--- src/rtl/pipe_ctrl_pkg.sv ---
// Shared encodings for the pipeline controller: opcodes, ALU operation codes,
// immediate-extension, next-PC and write-back select values, and the decoded
// control bundle passed from the decoder to the ID/EX register.
package pipe_ctrl_pkg;

    localparam logic [6:0] OPC_LUI    = 7'b0110111;
    localparam logic [6:0] OPC_AUIPC  = 7'b0010111;
    localparam logic [6:0] OPC_JAL    = 7'b1101111;
    localparam logic [6:0] OPC_JALR   = 7'b1100111;
    localparam logic [6:0] OPC_BRANCH = 7'b1100011;
    localparam logic [6:0] OPC_LOAD   = 7'b0000011;
    localparam logic [6:0] OPC_STORE  = 7'b0100011;
    localparam logic [6:0] OPC_OPIMM  = 7'b0010011;
    localparam logic [6:0] OPC_OP     = 7'b0110011;

    localparam logic [6:0] F7_BASE = 7'b0000000;
    localparam logic [6:0] F7_ALT  = 7'b0100000;
    localparam logic [6:0] F7_MEXT = 7'b0000001;

    // Each ALU operation has its own code; 0 is reserved for "no operation".
    localparam logic [4:0] ALU_NOP    = 5'd0;
    localparam logic [4:0] ALU_ADD    = 5'd1;
    localparam logic [4:0] ALU_SUB    = 5'd2;
    localparam logic [4:0] ALU_SLL    = 5'd3;
    localparam logic [4:0] ALU_SLT    = 5'd4;
    localparam logic [4:0] ALU_SLTU   = 5'd5;
    localparam logic [4:0] ALU_XOR    = 5'd6;
    localparam logic [4:0] ALU_SRL    = 5'd7;
    localparam logic [4:0] ALU_SRA    = 5'd8;
    localparam logic [4:0] ALU_OR     = 5'd9;
    localparam logic [4:0] ALU_AND    = 5'd10;
    localparam logic [4:0] ALU_LUI    = 5'd11;
    localparam logic [4:0] ALU_AUIPC  = 5'd12;
    localparam logic [4:0] ALU_BEQ    = 5'd13;
    localparam logic [4:0] ALU_BNE    = 5'd14;
    localparam logic [4:0] ALU_BLT    = 5'd15;
    localparam logic [4:0] ALU_BGE    = 5'd16;
    localparam logic [4:0] ALU_BLTU   = 5'd17;
    localparam logic [4:0] ALU_BGEU   = 5'd18;
    localparam logic [4:0] ALU_MUL    = 5'd19;
    localparam logic [4:0] ALU_MULH   = 5'd20;
    localparam logic [4:0] ALU_MULHSU = 5'd21;
    localparam logic [4:0] ALU_MULHU  = 5'd22;
    localparam logic [4:0] ALU_DIV    = 5'd23;
    localparam logic [4:0] ALU_DIVU   = 5'd24;
    localparam logic [4:0] ALU_REM    = 5'd25;
    localparam logic [4:0] ALU_REMU   = 5'd26;

    localparam logic [5:0] EXT_ITYPE_SHAMT = 6'b100000;
    localparam logic [5:0] EXT_ITYPE       = 6'b010000;
    localparam logic [5:0] EXT_STYPE       = 6'b001000;
    localparam logic [5:0] EXT_BTYPE       = 6'b000100;
    localparam logic [5:0] EXT_UTYPE       = 6'b000010;
    localparam logic [5:0] EXT_JTYPE       = 6'b000001;

    localparam logic [2:0] NPC_PLUS4  = 3'b000;
    localparam logic [2:0] NPC_BRANCH = 3'b001;
    localparam logic [2:0] NPC_JAL    = 3'b010;
    localparam logic [2:0] NPC_JALR   = 3'b100;

    localparam logic [1:0] WD_ALU = 2'b00;
    localparam logic [1:0] WD_MEM = 2'b01;
    localparam logic [1:0] WD_PC  = 2'b10;

    typedef struct packed {
        logic       reg_write;
        logic       mem_write;
        logic       mem_read;
        logic       alu_src;
        logic       illegal;
        logic [4:0] alu_op;
        logic [5:0] ext_op;
        logic [2:0] npc_op;
        logic [1:0] wd_sel;
        logic [2:0] dm_type;
    } ctrl_t;

endpackage

--- src/rtl/pipe_ctrl_dec.sv ---
// Combinational instruction decoder for the IF/ID instruction. Produces the
// control bundle, register indices and which source registers are really read
// (the latter feeds load-use detection only).
module pipe_ctrl_dec
    import pipe_ctrl_pkg::*;
#(
    parameter int ENABLE_MEXT = 0,
    parameter int RF_AW       = 5
) (
    input  logic [31:0]      inst,
    input  logic             inst_valid,
    output ctrl_t            ctrl,
    output logic             use_rs1,
    output logic             use_rs2,
    output logic [RF_AW-1:0] rd,
    output logic [RF_AW-1:0] rs1,
    output logic [RF_AW-1:0] rs2
);

    logic [6:0] opcode;
    logic [2:0] funct3;
    logic [6:0] funct7;
    logic       legal;

    assign opcode = inst[6:0];
    assign funct3 = inst[14:12];
    assign funct7 = inst[31:25];
    assign rd     = inst[7 +: RF_AW];
    assign rs1    = inst[15 +: RF_AW];
    assign rs2    = inst[20 +: RF_AW];

    // Opcode/funct decode; invalid or unmatched instructions collapse to zero control.
    always_comb begin
        ctrl    = '0;
        use_rs1 = 1'b0;
        use_rs2 = 1'b0;
        legal   = 1'b1;
        case (opcode)
            OPC_LUI: begin
                ctrl.reg_write = 1'b1;
                ctrl.alu_src   = 1'b1;
                ctrl.alu_op    = ALU_LUI;
                ctrl.ext_op    = EXT_UTYPE;
            end
            OPC_AUIPC: begin
                ctrl.reg_write = 1'b1;
                ctrl.alu_src   = 1'b1;
                ctrl.alu_op    = ALU_AUIPC;
                ctrl.ext_op    = EXT_UTYPE;
            end
            OPC_JAL: begin
                ctrl.reg_write = 1'b1;
                ctrl.alu_op    = ALU_ADD;
                ctrl.ext_op    = EXT_JTYPE;
                ctrl.npc_op    = NPC_JAL;
                ctrl.wd_sel    = WD_PC;
            end
            OPC_JALR: begin
                legal          = (funct3 == 3'b000);
                ctrl.reg_write = 1'b1;
                ctrl.alu_src   = 1'b1;
                ctrl.alu_op    = ALU_ADD;
                ctrl.ext_op    = EXT_ITYPE;
                ctrl.npc_op    = NPC_JALR;
                ctrl.wd_sel    = WD_PC;
                use_rs1        = 1'b1;
            end
            OPC_BRANCH: begin
                ctrl.ext_op = EXT_BTYPE;
                ctrl.npc_op = NPC_BRANCH;
                use_rs1     = 1'b1;
                use_rs2     = 1'b1;
                case (funct3)
                    3'b000:  ctrl.alu_op = ALU_BEQ;
                    3'b001:  ctrl.alu_op = ALU_BNE;
                    3'b100:  ctrl.alu_op = ALU_BLT;
                    3'b101:  ctrl.alu_op = ALU_BGE;
                    3'b110:  ctrl.alu_op = ALU_BLTU;
                    3'b111:  ctrl.alu_op = ALU_BGEU;
                    default: legal = 1'b0;
                endcase
            end
            OPC_LOAD: begin
                legal          = (funct3 inside {3'b000, 3'b001, 3'b010, 3'b100, 3'b101});
                ctrl.reg_write = 1'b1;
                ctrl.mem_read  = 1'b1;
                ctrl.alu_src   = 1'b1;
                ctrl.alu_op    = ALU_ADD;
                ctrl.ext_op    = EXT_ITYPE;
                ctrl.wd_sel    = WD_MEM;
                ctrl.dm_type   = funct3;
                use_rs1        = 1'b1;
            end
            OPC_STORE: begin
                legal          = (funct3 inside {3'b000, 3'b001, 3'b010});
                ctrl.mem_write = 1'b1;
                ctrl.alu_src   = 1'b1;
                ctrl.alu_op    = ALU_ADD;
                ctrl.ext_op    = EXT_STYPE;
                ctrl.dm_type   = funct3;
                use_rs1        = 1'b1;
                use_rs2        = 1'b1;
            end
            OPC_OPIMM: begin
                ctrl.reg_write = 1'b1;
                ctrl.alu_src   = 1'b1;
                ctrl.ext_op    = EXT_ITYPE;
                use_rs1        = 1'b1;
                case (funct3)
                    3'b000: ctrl.alu_op = ALU_ADD;
                    3'b010: ctrl.alu_op = ALU_SLT;
                    3'b011: ctrl.alu_op = ALU_SLTU;
                    3'b100: ctrl.alu_op = ALU_XOR;
                    3'b110: ctrl.alu_op = ALU_OR;
                    3'b111: ctrl.alu_op = ALU_AND;
                    3'b001: begin
                        ctrl.ext_op = EXT_ITYPE_SHAMT;
                        ctrl.alu_op = ALU_SLL;
                        legal       = (funct7 == F7_BASE);
                    end
                    default: begin
                        ctrl.ext_op = EXT_ITYPE_SHAMT;
                        if (funct7 == F7_BASE)     ctrl.alu_op = ALU_SRL;
                        else if (funct7 == F7_ALT) ctrl.alu_op = ALU_SRA;
                        else                       legal = 1'b0;
                    end
                endcase
            end
            OPC_OP: begin
                ctrl.reg_write = 1'b1;
                use_rs1        = 1'b1;
                use_rs2        = 1'b1;
                if (funct7 == F7_BASE) begin
                    case (funct3)
                        3'b000:  ctrl.alu_op = ALU_ADD;
                        3'b001:  ctrl.alu_op = ALU_SLL;
                        3'b010:  ctrl.alu_op = ALU_SLT;
                        3'b011:  ctrl.alu_op = ALU_SLTU;
                        3'b100:  ctrl.alu_op = ALU_XOR;
                        3'b101:  ctrl.alu_op = ALU_SRL;
                        3'b110:  ctrl.alu_op = ALU_OR;
                        default: ctrl.alu_op = ALU_AND;
                    endcase
                end else if (funct7 == F7_ALT) begin
                    case (funct3)
                        3'b000:  ctrl.alu_op = ALU_SUB;
                        3'b101:  ctrl.alu_op = ALU_SRA;
                        default: legal = 1'b0;
                    endcase
                end else if (funct7 == F7_MEXT && ENABLE_MEXT != 0) begin
                    case (funct3)
                        3'b000:  ctrl.alu_op = ALU_MUL;
                        3'b001:  ctrl.alu_op = ALU_MULH;
                        3'b010:  ctrl.alu_op = ALU_MULHSU;
                        3'b011:  ctrl.alu_op = ALU_MULHU;
                        3'b100:  ctrl.alu_op = ALU_DIV;
                        3'b101:  ctrl.alu_op = ALU_DIVU;
                        3'b110:  ctrl.alu_op = ALU_REM;
                        default: ctrl.alu_op = ALU_REMU;
                    endcase
                end else begin
                    legal = 1'b0;
                end
            end
            default: legal = 1'b0;
        endcase

        // An illegal instruction carries only its illegal flag so it cannot
        // write state, redirect, or take part in hazard detection.
        if (!inst_valid || !legal) begin
            ctrl    = '0;
            use_rs1 = 1'b0;
            use_rs2 = 1'b0;
            ctrl.illegal = inst_valid;
        end
    end

endmodule

--- src/rtl/pipe_ctrl.sv ---
// Five-stage pipeline control: decode, hazard handling (load-use stall,
// taken-branch flush, external freeze), ID/EX, EX/MEM and MEM/WB control
// registers, and operand forwarding selects.
module pipe_ctrl
    import pipe_ctrl_pkg::*;
#(
    parameter int ENABLE_MEXT = 0,
    parameter int RF_AW       = 5
) (
    input  logic             clk,
    input  logic             rst,
    input  logic [31:0]      inst_id,
    input  logic             inst_valid,
    input  logic             br_taken_ex,
    input  logic             stall_ext,
    output logic             stall_if,
    output logic             flush_ifid,
    output logic             ex_valid,
    output logic             ex_RegWrite,
    output logic             ex_MemWrite,
    output logic             ex_MemRead,
    output logic             ex_ALUSrc,
    output logic             ex_illegal,
    output logic [4:0]       ex_ALUOp,
    output logic [5:0]       ex_EXTOp,
    output logic [2:0]       ex_NPCOp,
    output logic [1:0]       ex_WDSel,
    output logic [2:0]       ex_DMType,
    output logic [RF_AW-1:0] ex_rd,
    output logic [RF_AW-1:0] ex_rs1,
    output logic [RF_AW-1:0] ex_rs2,
    output logic             mem_RegWrite,
    output logic [1:0]       mem_WDSel,
    output logic [RF_AW-1:0] mem_rd,
    output logic             wb_RegWrite,
    output logic [RF_AW-1:0] wb_rd,
    output logic [1:0]       ForwardA,
    output logic [1:0]       ForwardB
);

    typedef struct packed {
        logic             valid;
        ctrl_t            ctrl;
        logic [RF_AW-1:0] rd;
        logic [RF_AW-1:0] rs1;
        logic [RF_AW-1:0] rs2;
    } idex_t;

    ctrl_t            id_ctrl;
    logic             id_use_rs1;
    logic             id_use_rs2;
    logic [RF_AW-1:0] id_rd;
    logic [RF_AW-1:0] id_rs1;
    logic [RF_AW-1:0] id_rs2;
    logic             load_use;
    logic             bubble;
    idex_t            idex_d;
    idex_t            idex_q;

    pipe_ctrl_dec #(
        .ENABLE_MEXT (ENABLE_MEXT),
        .RF_AW       (RF_AW)
    ) u_dec (
        .inst       (inst_id),
        .inst_valid (inst_valid),
        .ctrl       (id_ctrl),
        .use_rs1    (id_use_rs1),
        .use_rs2    (id_use_rs2),
        .rd         (id_rd),
        .rs1        (id_rs1),
        .rs2        (id_rs2)
    );

    // Hazard detection; x0 never creates a dependency.
    always_comb begin
        load_use = ex_valid && ex_MemRead && (ex_rd != '0) &&
                   ((id_use_rs1 && (ex_rd == id_rs1)) ||
                    (id_use_rs2 && (ex_rd == id_rs2)));
        bubble     = br_taken_ex || load_use;
        stall_if   = !rst && (stall_ext || (!br_taken_ex && load_use));
        flush_ifid = !rst && !stall_ext && br_taken_ex;
    end

    // Next ID/EX contents: decoded instruction, or an all-zero bubble.
    always_comb begin
        idex_d = '0;
        if (!bubble && inst_valid) begin
            idex_d.valid = 1'b1;
            idex_d.ctrl  = id_ctrl;
            idex_d.rd    = id_rd;
            idex_d.rs1   = id_rs1;
            idex_d.rs2   = id_rs2;
        end
    end

    // ID/EX register; an external stall freezes it, reset clears it regardless.
    always_ff @(posedge clk) begin
        if (rst)             idex_q <= '0;
        else if (!stall_ext) idex_q <= idex_d;
    end

    assign ex_valid    = idex_q.valid;
    assign ex_RegWrite = idex_q.ctrl.reg_write;
    assign ex_MemWrite = idex_q.ctrl.mem_write;
    assign ex_MemRead  = idex_q.ctrl.mem_read;
    assign ex_ALUSrc   = idex_q.ctrl.alu_src;
    assign ex_illegal  = idex_q.ctrl.illegal;
    assign ex_ALUOp    = idex_q.ctrl.alu_op;
    assign ex_EXTOp    = idex_q.ctrl.ext_op;
    assign ex_NPCOp    = idex_q.ctrl.npc_op;
    assign ex_WDSel    = idex_q.ctrl.wd_sel;
    assign ex_DMType   = idex_q.ctrl.dm_type;
    assign ex_rd       = idex_q.rd;
    assign ex_rs1      = idex_q.rs1;
    assign ex_rs2      = idex_q.rs2;

    // EX/MEM and MEM/WB write-back control, frozen together with ID/EX.
    always_ff @(posedge clk) begin
        if (rst) begin
            mem_RegWrite <= 1'b0;
            mem_WDSel    <= '0;
            mem_rd       <= '0;
            wb_RegWrite  <= 1'b0;
            wb_rd        <= '0;
        end else if (!stall_ext) begin
            mem_RegWrite <= ex_valid && ex_RegWrite;
            mem_WDSel    <= ex_WDSel;
            mem_rd       <= ex_rd;
            wb_RegWrite  <= mem_RegWrite;
            wb_rd        <= mem_rd;
        end
    end

    // Operand forwarding; the younger EX/MEM result wins over MEM/WB.
    always_comb begin
        ForwardA = 2'b00;
        ForwardB = 2'b00;
        if (mem_RegWrite && (mem_rd != '0) && (mem_rd == ex_rs1))   ForwardA = 2'b10;
        else if (wb_RegWrite && (wb_rd != '0) && (wb_rd == ex_rs1)) ForwardA = 2'b01;
        if (mem_RegWrite && (mem_rd != '0) && (mem_rd == ex_rs2))   ForwardB = 2'b10;
        else if (wb_RegWrite && (wb_rd != '0) && (wb_rd == ex_rs2)) ForwardB = 2'b01;
    end

endmodule

--- config.mk ---
export PLATFORM = sky130hd
export DESIGN_NAME = pipe_ctrl
export DESIGN_NICKNAME = d
export VERILOG_FILES = /design/src/rtl/pipe_ctrl_pkg.sv /design/src/rtl/pipe_ctrl_dec.sv /design/src/rtl/pipe_ctrl.sv
export SDC_FILE = /design/constraint.sdc
export NUM_CORES = 1
export LEC_CHECK = 0
export BUFFER_PORTS_ARGS = -buffer_cell sky130_fd_sc_hd__buf_2
export CORE_MARGIN = 10
export CORE_UTILIZATION = 45
export DETAILED_ROUTE_END_ITERATION = 6
export PLACE_DENSITY = 0.82
export SLEW_MARGIN = 20
export SYNTH_ARGS = -nofsm -noshare
export SYNTH_HDL_FRONTEND = slang
export SYNTH_SLANG_ARGS = --single-unit
--- constraint.sdc ---
create_clock -name clk -period 2.53 [get_ports clk]
set_clock_uncertainty 0.2 [all_clocks]
set_input_delay 0 -clock clk [delete_from_list [all_inputs] [get_ports clk]]
set_output_delay 0 -clock clk [all_outputs]
set_load 0.01 [all_outputs]
* After elaboration in Yosys (flattened, before gate mapping)
Index checks and enable logic that the tools add are counted.
Word-level totals: flip-flop bits (word level) 54, input bits 37, output and inout bits 60
Cells by class: equality and inequality tests 23, muxes and demuxes 36, reduce and logical (&&, ||, !) cells 47
Operators by type and width (number):
- 5-bit one-hot mux with 6 select lines | 2
- 40-bit 2-to-1 mux | 1
- 6-bit one-hot mux with 6 select lines | 1
- 5-bit one-hot mux with 7 select lines | 1
- 5-bit equality test | 6
- 7-bit by 6-bit equality test with 1-bit output, second input constant | 4
- 4-bit one-hot mux with 7 select lines | 1
- 24-bit 2-to-1 mux | 1
- 6-bit OR reduction | 4
- 7-bit equality test, second input constant | 3
- 5-bit nonzero test | 4
- 1-bit logical AND | 17
- 1-bit 2-to-1 mux | 16
- 5-bit 2-to-1 mux | 3
- 7-bit by 5-bit equality test with 1-bit output, second input constant | 2
- 3-bit equality test, second input constant | 4
- 2-bit OR reduction | 5
- 3-bit one-hot mux with 3 select lines | 1
- 4-bit one-hot mux with 2 select lines | 1
- 7-bit by 2-bit equality test with 1-bit output, second input constant | 1
- 7-bit zero test | 1
- 1-bit one-hot mux with 7 select lines | 1
- 7-bit OR reduction | 1
- 3-bit by 2-bit equality test with 1-bit output, second input constant | 2
- 13 further kinds | 23

* Logic depth before layout (Yosys ltp)
Gate-level depths: netlist of the first run.
word-level depth 16, gate-level depth with buffers 8, mapped depth without buffers 6

* By module
From an unflattened synthesis of the first run, not the netlist that was laid out.
Second synthesis, totals: cell total of the unflattened synthesis 421, area, all modules 3602.2 µm²
Modules (own cells, without submodules):
- pipe_ctrl | instances 1, cells an instance 283, area an instance 2710.1 µm²
- pipe_ctrl_dec | instances 1, cells an instance 138, area an instance 892.1 µm²

* Worst setup path before layout of the first run
OpenSTA, ideal clock, no wires.
kind input-to-reg, start point in inst_id[26], end point reg idex_q, in the netlist ex_EXTOp[1], arrival time 2072 ps, required time 2213 ps, path slack 141 ps, stages 7, buffers on the path 1, cell sequence or4_4 -> or4_4 -> a2111oi_4 -> a311o_4 -> a2111oi_4 -> buf_2 -> a22o_1
On the way: cells in the longest elaborated chain, start to end 15, elaborated cells between the ends (all ways) 21, classes of those cells 1 x eq/ne; 10 x mux; 10 x reduce/logical
RTL lines:
- start, declared | line pipe_ctrl.sv:12 | input logic [31:0] inst_id,
- 7-bit by 6-bit equality test with 1-bit output | line pipe_ctrl_dec.sv:124, pipe_ctrl_dec.sv:144
- 1-bit 2-to-1 mux | line pipe_ctrl_dec.sv:124 | else if (funct7 == F7_ALT) ctrl.alu_op = ALU_SRA;
- 1-bit 2-to-1 mux | line pipe_ctrl_dec.sv:123 | if (funct7 == F7_BASE) ctrl.alu_op = ALU_SRL;
- 1-bit one-hot mux with 2 select lines | line pipe_ctrl_dec.sv:109 | case (funct3)
- 1-bit one-hot mux with 7 select lines * | line pipe_ctrl_dec.sv:38 | case (opcode)
- 1-bit zero test * | line pipe_ctrl_dec.sv:170 | if (!inst_valid || !legal) begin
- 1-bit logical OR * | line pipe_ctrl_dec.sv:170
- 1-bit 2-to-1 mux | line pipe_ctrl_dec.sv:170
- 1-bit logical AND, on equally long branches | line pipe_ctrl.sv:77, pipe_ctrl.sv:78
- 1-bit logical OR | line pipe_ctrl.sv:77 | ((id_use_rs1 && (ex_rd == id_rs1)) ||
- 1-bit logical AND | line pipe_ctrl.sv:76 | load_use = ex_valid && ex_MemRead && (ex_rd != '0) &&
- 1-bit logical OR | line pipe_ctrl.sv:79 | bubble = br_taken_ex || load_use;
- 1-bit zero test | line pipe_ctrl.sv:87 | if (!bubble && inst_valid) begin
- 1-bit logical AND | line pipe_ctrl.sv:87
- 40-bit 2-to-1 mux * | line pipe_ctrl.sv:87
- end signal, assigned | line pipe_ctrl.sv:99 | else if (!stall_ext) idex_q <= idex_d;
- end, declared | line pipe_ctrl.sv:58 | idex_t idex_q;
Mark *: on every way between the ends. The rest lies on a longest branch, timed or not. A chain may end at the register's enable or synchronous reset.

* Worst setup path after layout of the first run
start point in inst_id[14], end point reg idex_q, in the netlist ex_EXTOp[2]
On the way: cells in the longest elaborated chain, start to end 16, elaborated cells between the ends (all ways) 32, classes of those cells 7 x eq/ne; 10 x mux; 15 x reduce/logical
RTL lines:
- 3-bit equality test / 3-bit zero test (equally long branches)
- 2-bit OR reduction (no line)
- 1-bit 2-to-1 mux | line pipe_ctrl_dec.sv:145 | case (funct3)
- 1-bit 2-to-1 mux | line pipe_ctrl_dec.sv:144 | end else if (funct7 == F7_ALT) begin
- 1-bit 2-to-1 mux | line pipe_ctrl_dec.sv:133 | if (funct7 == F7_BASE) begin
- 1-bit one-hot mux with 7 select lines * | line pipe_ctrl_dec.sv:38
- 1-bit zero test * | line pipe_ctrl_dec.sv:170
- 1-bit logical OR * | line pipe_ctrl_dec.sv:170
- 1-bit 2-to-1 mux | line pipe_ctrl_dec.sv:170
- 1-bit logical AND, on equally long branches | line pipe_ctrl.sv:77, pipe_ctrl.sv:78
- 1-bit logical OR | line pipe_ctrl.sv:77
- 1-bit logical AND | line pipe_ctrl.sv:76
- 1-bit logical OR | line pipe_ctrl.sv:79
- 1-bit zero test | line pipe_ctrl.sv:87
- 1-bit logical AND | line pipe_ctrl.sv:87
- 40-bit 2-to-1 mux * | line pipe_ctrl.sv:87
Marked as above.

==> results.md, run 1 <==
* Status: complete, no violations
* Synth Area per Inst at 8.97 µm²
* Final WL at 9340 µm
* Total Power at 1.68 mW
* Core area at 6030 µm²
* Worst R2R Setup Slack at 0.20 ns
* Antenna viol nets, final at 0
* Dpl hpwl at 6930 µm
* Top Ports at 97
* FF+latch count, synth at 53
* FMAX at 0.416 GHz
* Fin nets at 484
* Crit path launch type: primary input
* EDFF count, synth at 0
* Num CTS Buffers at 5
* Post-Syn Area at 2840 µm²
* Tcrit/Tclk final at 0.950
* Final setup viols at 0
* Seq pwr share at 0.508
* NetSw at 0.427 mW
* Gr usage total at 0.179
* Vias per std cell at 5.73
* R2R depth at 8
* Dpl cell area at 3490 µm²
* Mapped Nets at 354
* DR pass1 iterations at 5
* H-tree Lvls at 2
* Max Fanout on Critical Path at 13
* Sequential area share after synthesis at 0.373
* R2R Path Start: ex_rd[3]
* Async set or reset register ratio after synthesis at 0
* Global route overflow at 0
* I/O Buffers at 96
* Setup crit end kind: flip-flop
* Worst-Margin Slew at 0.569 ns
* Netlist cell types at 55
* CP Buf/Inv Count at 3
* Starting Density at 0.472
* First-pass GRT wire length at 14700 µm
* Critical Path RT at 2.59 ns
* Clk root buf: clkbuf_8
* Routability cong. at 0.931
* # DRC at 0
* Pwr dens at 430 nW/µm²
* Antenna Cells at 0
* Die span in y at 99.5 µm
* Clk Latency, worst-skew pair at 0.32 ns
* Slew Viols, Final at 0
* Clk pwr share at 0.344
* Kind of critical path: primary input to flip-flop
* Ys flop type: dfxtp_1
* 1st-iter DRT viols at 251
* Vias post-DR at 2997
* YS warnings at 0
* Max stage delay on crit path at 0.54 ns
* Cell family contributing the most delay on the critical path: buffers and inverters
* Core Rows at 28
* Final setup margin at 0.125 ns
* Leakage power at 1.89 nW
* Worst reg2reg path endpoint: ex_EXTOp[2]
* Drt wl/cell at 17.8 µm
* Min-delay src: stall_ext
* CP max stage cell: dlygate4sd3_1
* CTS tree: yes
* Min-Delay Path Class: primary input to flip-flop
* Final period demand of the worst path at 2.40 ns
* Layout area overhead at 37.5%
* Crit path launch: inst_id[14]
* Clock Pin Slew Worst Setup and Hold Paths at 0.10 ns
* Full die area at 9900 µm²
* Cell Chain, Critical Path: dlygate4sd3_1 > buf_6 > or3_1 > a311o_1 > o211ai_1 > a311o_4 > nand4b_4 > buf_4 > o21ai_2
* Fin. Hold Viols at 0
* Mapped Cells at 317
* Share of cells above drive strength 1 at 0.319
* Clock Sinks at 53
* Vias in the first global route at 2946
* Design area at 3910 µm²
* Max Cap Viol at 0
* Sw Ratio at 0.254
* Slew HR at 0.621
* Antenna violations before repair at 0
* Max clock buf depth at 2
* Largest net degree at the start of global routing at 22
* Int Power at 1.26 mW
* CP arrival at 2.46 ns
* Max VDD drop at 0.000247 V
* Setup WS pre-CTS at -0.0979 ns
* Die extent in x at 99.5 µm
* Worst Setup EP: ex_EXTOp[2]
* Levels on crit path at 9
* Combinational share of power at 0.148
[stage by stage]
stage	util	cells	hold slack, ns	setup TNS [ns]
after global placement	0.580	487	0.0120	-0.280
after CTS	0.646	524	0.00143	0
after detailed placement	0.580	487	0.0145	-0.778
final	0.649	523	0.00589	0
after global routing	0.649	523	0.0368	-0.0560
after floorplan	-	317	-0.0743	0
[state kept, by name, indices dropped and copies added (netlist names)]
register	cells
ex_rs2	5
mem_WDSel	2
ex_DMType	3
ex_MemWrite	1
ex_ALUSrc	1
mem_RegWrite	1
ex_ALUOp	5
ex_EXTOp	6
ex_rd	5
wb_rd	5
ex_rs1	5
mem_rd	5
ex_WDSel	2
wb_RegWrite	1
ex_NPCOp	3
ex_RegWrite	1
ex_valid	1
ex_illegal	1
[worst min path at each step]
stage                  to  slack, ns  cells past startpoint
2_1_floorplan    ex_rd[0]      -0.07                      1
3_3_place_gp     ex_rd[1]       0.01                      2
3_5_place_dp     ex_rd[1]       0.01                      2
4_1_cts        ex_illegal      0.001                      3
5_1_grt        ex_illegal       0.04                      3
6_report       ex_illegal      0.006                      3
[what timing repair did]
action | 4_1_cts | 5_1_grt
hold buffers | 29 | 0
buffers inserted | 0 | 0
gates resized for setup | 0 | 9
endpoints found under the setup margin | 0 | 20
endpoints found under the hold margin | 44 | 0
[cell families after synthesis]
kind of cell              after synthesis  synth area share
and+or+nand+nor                       111             0.202
AOI/OAI and AO/OA                      82             0.237
DFF                                    53             0.373
xor gates and xnor gates               32            0.0985
buffers and inverters                  24            0.0361
muxes                                  15            0.0528
[cell type report]
cell class | count | area, µm²
clock buffers | 6 | 72.6
clock inverters | 2 | 38.8
fillers | 518 | 2120
inverters | 3 | 11.3
multi-input cells | 240 | 1690
flip-flops and latches | 53 | 1060
well taps | 75 | 93.8
repair buffers | 144 | 938
[worst min-delay path: cells and delay by family]
family,cells,cell delay [ns]
compound gates,1,0.05
simple gates,1,0.13
buf+inv,1,0.28
[synthesized netlist by cell type, drive strengths merged, types with 2 or more instances]
cell,number,area share
a32o,2,0.0070
or4,7,0.021
buf,5,0.011
and2,3,0.0066
nor2,32,0.042
nand4,3,0.0066
a31oi,3,0.0066
or3,4,0.0088
nand2,32,0.042
xnor2,9,0.028
a311o,2,0.011
a2111oi,3,0.022
nand3,6,0.011
and3b,2,0.0062
a22o,16,0.049
and3,2,0.0044
o31ai,7,0.018
clkbuf,16,0.021
inv,3,0.0040
nor3,2,0.0035
nor2b,5,0.011
nor4,5,0.011
nand2b,3,0.0066
o21ai,23,0.052
mux2i,15,0.053
a21oi,10,0.018
a41oi,2,0.0062
xor2,23,0.071
dfxtp,53,0.37
[layout by cell type, fill, tap and decap left out, types with 5 or more instances in the layout]
cell,instances
dlygate4sd3_1,29
mux2i_1,15
o31ai_1,7
xnor2_1,9
a21oi_1,10
xor2_1,23
buf_4,18
a22o_1,16
nand2_1,32
nand3_1,6
clkbuf_8,5
o21ai_0,14
dfxtp_1,53
nor2_1,30
o21ai_2,9
buf_2,94
or4_1,5
[per-layer routing]
layer / GRT usage / vias to the layer above / share of wire
met1: 0.202 / 1438 / 0.40
met5: 0 / - / 0
li1: - / 1414 / -
met2: 0.317 / 130 / 0.50
met3: 0.0581 / 15 / 0.086
met4: 0.0452 / 0 / 0.014
[power groups by stage]
stage,clock [mW],combinational (mW),sequential [mW]
final,0.579,0.249,0.855
after global routing,0.625,0.270,0.856
after floorplan,0,0.116,0.876
after detailed placement,0,0.206,0.874
after global placement,0,0.203,0.873
after CTS,0.588,0.242,0.854
Power figures use the tool's default switching activity.
==> inputs of run 2 (changes only) <==
--- a/config.mk
+++ b/config.mk
@@ -6,6 +6,7 @@
 export NUM_CORES = 1
 export LEC_CHECK = 0
 export BUFFER_PORTS_ARGS = -buffer_cell sky130_fd_sc_hd__buf_2
+export CORE_ASPECT_RATIO = 1.1
 export CORE_MARGIN = 10
 export CORE_UTILIZATION = 45
 export DETAILED_ROUTE_END_ITERATION = 6
==> run 2 against run 1 <==
  * Combinational power barely moved
  * Critical path depth rose by 2
  * Critical endpoint is now ex_rs1[1]
  * Sequential share of layout area fell by 0.14 points
  * Largest cell class unchanged
  * Global-route usage barely moved
==> results.md, run 2 (synthesis gave the netlist of run 1 again) <==
* Status: complete, no violations
* Vias in the first global route at 2873 (-2.5%)
* Crit path launch type: primary input
* Max clock buf depth at 2 (unchanged)
* Min-Delay Path Class: primary input to flip-flop
* Final setup margin at 0.0493 ns (-0.0760 ns)
* Max stage delay on crit path at 0.53 ns (about the same)
* Num CTS Buffers at 5 (unchanged)
* Gr usage total at 0.180 (+0.000323)
* Min Hold Slack at 0.0217 ns (+0.0158 ns)
* Slew HR at 0.623 (+0.00210)
* Most frequent cells in the layout: 96 x buf_2, 53 x dfxtp_1, 32 x nand2_1, 32 x dlygate4sd3_1, 31 x nor2_1
* Core Rows at 30 (+7.1%)
* Antenna viol nets, final at 0 (unchanged)
* Max Fanout on Critical Path at 11 (-2)
* Worst-Margin Slew at 0.558 ns (-0.0108 ns)
* Cell family contributing the most delay on the critical path: buffers and inverters
* Max VDD drop at 0.000203 V (-18%)
* CP arrival at 2.54 ns (+0.08 ns)
* Drt wl/cell at 17.1 µm (-4.3%)
* Full die area at 9900 µm² (about the same)
* Dpl cell area at 3500 µm² (+0.32%)
* Dpl hpwl at 6800 µm (-1.8%)
* Final WL at 9070 µm (-2.8%)
* Clk root buf: clkbuf_8
* Routability cong. at 0.973 (+4.5%)
* RSZ-0062 raised after global routing: yes
* Setup WS pre-CTS at -0.0678 ns (+0.0302 ns)
* First-pass GRT wire length at 14400 µm (-2.3%)
* FMAX at 0.403 GHz (-3.1%)
* H-tree Lvls at 2 (unchanged)
* Setup TNS at 0 ns (unchanged)
* Slew Viols, Final at 0 (unchanged)
* Final setup viols at 0 (unchanged)
* Tcrit/Tclk final at 0.981 (+0.0300)
* Antenna Cells at 0 (unchanged)
* Core area at 6160 µm² (+2.2%)
* Leakage power at 1.89 nW (about the same)
* Die span in y at 103 µm (+3.9%)
* Cell Chain, Critical Path: dlygate4sd3_1 > buf_2 > nand2b_1 > nor2_2 > nor4b_2 > buf_4 > a311o_4 > a2111oi_4 > buf_4 > buf_12 > a22o_1
* Register Area at 1060 µm² (unchanged)
* CTS tree: yes
* Worst R2R Setup Slack at 0.11 ns (-0.09 ns)
* Clk Latency, worst-skew pair at 0.31 ns (about the same)
* Antenna violations before repair at 0 (unchanged)
* Finished Core Util at 0.638 (-0.0105)
* Post-route insts no fill at 531 (+1.5%)
* CP max stage cell: dlygate4sd3_1
* Final period demand of the worst path at 2.48 ns (+0.0760 ns)
* Placed cells at 491 (+0.82%)
* Global route overflow at 0 (unchanged)
* Fin. Hold Viols at 0 (unchanged)
* Share of cells above drive strength 1 at 0.317 (-0.00212)
* Kind of critical path: primary input to flip-flop
* Crit path top cell by count: buf_4
* 1st-iter DRT viols at 172 (-31%)
* Clock Sinks at 53 (unchanged)
* # DRC at 0 (unchanged)
* Max Cap Viol at 0 (unchanged)
* Fin nets at 488 (+0.83%)
* Most common cell after layout, fill and taps aside: buf_2
* Die extent in x at 95.8 µm (-3.7%)
* Vias per std cell at 5.59 (-2.5%)
* Max FFs per register at 6 (unchanged)
* Fill count at 528 (+1.9%)
* Top Ports at 97 (unchanged)
* Setup crit end kind: flip-flop
* Largest net degree at the start of global routing at 22 (unchanged)
* Layout area overhead at 38.2%
* Total Power at 1.59 mW (-5.7%)
* Critical Path RT at 2.59 ns (about the same)
* Design area at 3930 µm² (+0.51%)
* Vias post-DR at 2967 (-1.0%)
* I/O Buffers at 96 (unchanged)
* Starting Density at 0.462 (-0.00998)
* Pwr dens at 404 nW/µm² (-6.1%)
* DR pass1 iterations at 5 (unchanged)
* Multi-input logic area at 1690 µm² (-0.15%)
* CP Buf/Inv Count at 5 (+2)
* Clock Pin Slew Worst Setup and Hold Paths at 0.09 ns (about the same)
## run 2: cell types whose count changed in the layout (fill, tap and decap cells not counted), sizes merged
cell,previous run,this run
buf,115,116
clkinvlp,0,1
dlygate4sd3,29,32
bufinv,1,0
clkinv,1,0
## run 2: power breakdown
group	leakage (nW)	internal (mW)	total [mW]	switching (mW)
sequential	0.428	0.842	0.854	0.0121
clock	0.0433	0.217	0.486	0.269
combinational	1.42	0.117	0.248	0.130
## run 2: path summary, 6_finish.rpt
kind / from / end / cells past startpoint
min reg2reg: ex_ALUOp[3] / ex_ALUOp[3] / 2
max: inst_id[6] / ex_rs1[1] / 11
min: inst_id[30] / ex_ALUOp[3] / 4
max reg2reg: ex_rd[1] / ex_rs1[1] / 10
## run 2: layout make-up
class | instances | area share
Multi-Input combinational cell | 240 | 0.430
Sequential cell | 53 | 0.270
Tap cell | 80 | 0.0255
Inverter | 3 | 0.00287
Clock inverter | 1 | 0.00191
Clock buffer | 6 | 0.0210
Timing Repair Buffer | 148 | 0.248
## run 2: worst reg2reg max path, delay by kind of cell (launching register included)
family | cells | cell delay, ns
buf+inv | 4 | 0.67
compound gates | 3 | 0.51
simple gates | 2 | 0.46
flops | 1 | 0.32
xor+xnor | 1 | 0.15
## run 2: timing repair
item,4_1_cts,5_1_grt
setup endpoints to repair,0,31
hold endpoints to repair,45,0
setup buffers,0,1
hold buffers,32,0
resized for setup,0,2
## run 2: metal layers
metal,track usage,up-vias,routed length (µm)
met2,0.321,129,4520
met1,0.206,1403,3690
li1,-,1419,-
met5,0,-,0
met4,0.0602,0,174
met3,0.0383,16,680
==> inputs of run 3 (changes only) <==
--- a/config.mk
+++ b/config.mk
@@ -10,7 +10,7 @@
 export CORE_MARGIN = 10
 export CORE_UTILIZATION = 45
 export DETAILED_ROUTE_END_ITERATION = 6
-export PLACE_DENSITY = 0.82
+export PLACE_DENSITY = 0.76
 export SLEW_MARGIN = 20
 export SYNTH_ARGS = -nofsm -noshare
 export SYNTH_HDL_FRONTEND = slang
==> run 3 against run 2 <==
  * Clock power increased by 4.3%
  * Setup slack improved by 0.055 ns
  * Cell count rose by 1.3%
  * Highest routed layer unchanged
==> results.md, run 3 (synthesis gave the netlist of run 1 again) <==
* Status: complete, no violations
* Vias post-DR at 2939 (-0.94%)
* Core area at 6160 µm² (unchanged)
* Crit path launch: mem_rd[1]
* Slew Viols, Final at 0 (unchanged)
* Seq pwr share at 0.529 (-0.009)
* Gr usage total at 0.182 (+0.00192)
* Crit path launch type: flip-flop
* Total Power at 1.62 mW (+1.7%)
* Die extent in x at 95.8 µm (unchanged)
* Setup crit end kind: primary output
* FMAX at 0.412 GHz (+2.3%)
* R2R Path Start: ex_rd[1]
* Clk Latency, worst-skew pair at 0.31 ns (about the same)
* Combinational share of power at 0.157 (about the same)
* Full die area at 9900 µm² (unchanged)
* CP arrival at 2.23 ns (-0.31 ns)
* Layout area overhead at 39.6%
* Sw Ratio at 0.266 (+0.00653)
* Share of cells above drive strength 1 at 0.334 (+0.0170)
* Worst-Margin Slew at 0.755 ns (+0.197 ns)
* DR pass1 iterations at 4 (-1)
* Antenna viol nets, final at 0 (unchanged)
* Most frequent cells in the layout: 96 x buf_2, 53 x dfxtp_1, 32 x nor2_1, 32 x nand2_1, 29 x dlygate4sd3_1
* Fill count at 510 (-3.4%)
* Clock Sinks at 53 (unchanged)
* Routability cong. at 0.940 (-3.4%)
* Drt wl/cell at 16.9 µm (-0.80%)
* Clk root buf: clkbuf_8
* Vias per std cell at 5.46 (-2.2%)
* Fin. Hold Viols at 0 (unchanged)
* Antenna violations before repair at 0 (unchanged)
* 1st-iter DRT viols at 143 (-17%)
* Max Fanout on Critical Path at 6 (-5)
* Slew HR at 0.490 (-0.133)
* Die span in y at 103 µm (unchanged)
* Core Rows at 30 (unchanged)
* Vias in the first global route at 2991 (+4.1%)
* Min-Delay Path Class: primary input to flip-flop
* Largest net degree at the start of global routing at 22 (unchanged)
* Clk pwr share at 0.314 (+0.008)
* Dpl cell area at 3550 µm² (+1.2%)
* Num CTS Buffers at 5 (unchanged)
* Int Power at 1.19 mW (+0.84%)
* Final WL at 9120 µm (+0.51%)
* First-pass GRT wire length at 14500 µm (+0.58%)
* Max clock buf depth at 2 (unchanged)
* Min-delay src: inst_id[6]
* # DRC at 0 (unchanged)
* Critical Path RT at 2.33 ns (-0.26 ns)
* Max VDD drop at 0.000276 V (+36%)
* Antenna Cells at 0 (unchanged)
* Top Ports at 97 (unchanged)
* Design area at 3970 µm² (+1.1%)
* Dpl hpwl at 6970 µm (+2.4%)
* RSZ-0062 raised after global routing: no
* Kind of critical path: flip-flop to primary output
* NetSw at 0.429 mW (+4.3%)
* CTS tree: yes
* Fin nets at 494 (+1.2%)
* Most common cell after layout, fill and taps aside: buf_2
* Max FFs per register at 6 (unchanged)
* Pwr dens at 407 nW/µm² (+0.67%)
* Max Cap Viol at 0 (unchanged)
* Final setup viols at 0 (unchanged)
* Final period demand of the worst path at 2.43 ns (-0.0547 ns)
* Starting Density at 0.462 (unchanged)
* H-tree Lvls at 2 (unchanged)
* I/O Buffers at 96 (unchanged)
* Clock Pin Slew Worst Setup and Hold Paths at 0.10 ns (about the same)
* Global route overflow at 0 (unchanged)
* Tcrit/Tclk final at 0.959 (-0.0216)
* Leakage power at 1.93 nW (+2.0%)
==> run 3: cell types whose count changed in the layout (fill, tap and decap cells not counted), sizes merged <==
cell,previous run,this run
buf,116,125
dlygate4sd3,32,29
clkinv,0,2
clkinvlp,1,0
==> run 3: worst max-delay path, cell delays in order (launching register included) <==
cell	delay (ns)
dfxtp_1	0.40
or4_1	0.53
o21ai_0	0.29
nor4_1	0.14
nor4_1	0.35
buf_2	0.20
==> run 3: final cells by class <==
class,count,area [µm²],area share
multi-input cells,240,1700,0.428
flip-flops and latches,53,1060,0.267
repair buffers,154,1000,0.252
well taps,80,100,0.0252
clock buffers,6,82.6,0.0208
clock inverters,2,13.8,0.00347
inverters,3,11.3,0.00284
==> run 3: worst paths after layout <==
kind	end	slack, ns	cells after the start
setup / recovery	ForwardB[0]	0.10	5
hold reg to reg	ex_EXTOp[3]	0.26	2
hold / removal	ex_EXTOp[4]	0.009	4
setup reg to reg	ex_DMType[2]	0.24	8
==> run 3: metrics by stage <==
step                hold slack, ns  setup TNS (ns)  utilization  setup slack [ns]  std cells
floorplan                  -0.0743               0            -             0.141        317
global placement            0.0137          -0.183        0.576           -0.0298        500
detailed placement          0.0159          -0.485        0.576           -0.0789        500
CTS                        0.00970               0        0.640            0.0403        537
global route                0.0367               0        0.645           0.00763        538
finish                     0.00913               0        0.645             0.104        538
==> run 3: routing by layer <==
layer  up-vias  part of all wire  track usage
met3        22             0.082       0.0469
met1      1375              0.40        0.208
met5         -                 0            0
li1       1426                 -            -
met4         0             0.023       0.0783
met2       116              0.49        0.311
==> run 3: power by group through the flow <==
stage	clock, mW	combinational (mW)	sequential (mW)
2_1_floorplan	0	0.116	0.876
3_3_place_gp	0	0.209	0.873
3_5_place_dp	0	0.214	0.874
4_1_cts	0.514	0.248	0.854
5_1_grt	0.542	0.277	0.856
6_report	0.507	0.254	0.854
==> run 3: timing repair <==
| action | in CTS | in global routing |
|---|---|---|
| pin swaps | 1 | 2 |
| resized for setup | 1 | 2 |
| setup buffers | 0 | 1 |
| endpoints found under the hold margin | 43 | 0 |
| hold buffers | 29 | 0 |
| setup endpoints to repair | 5 | 19 |
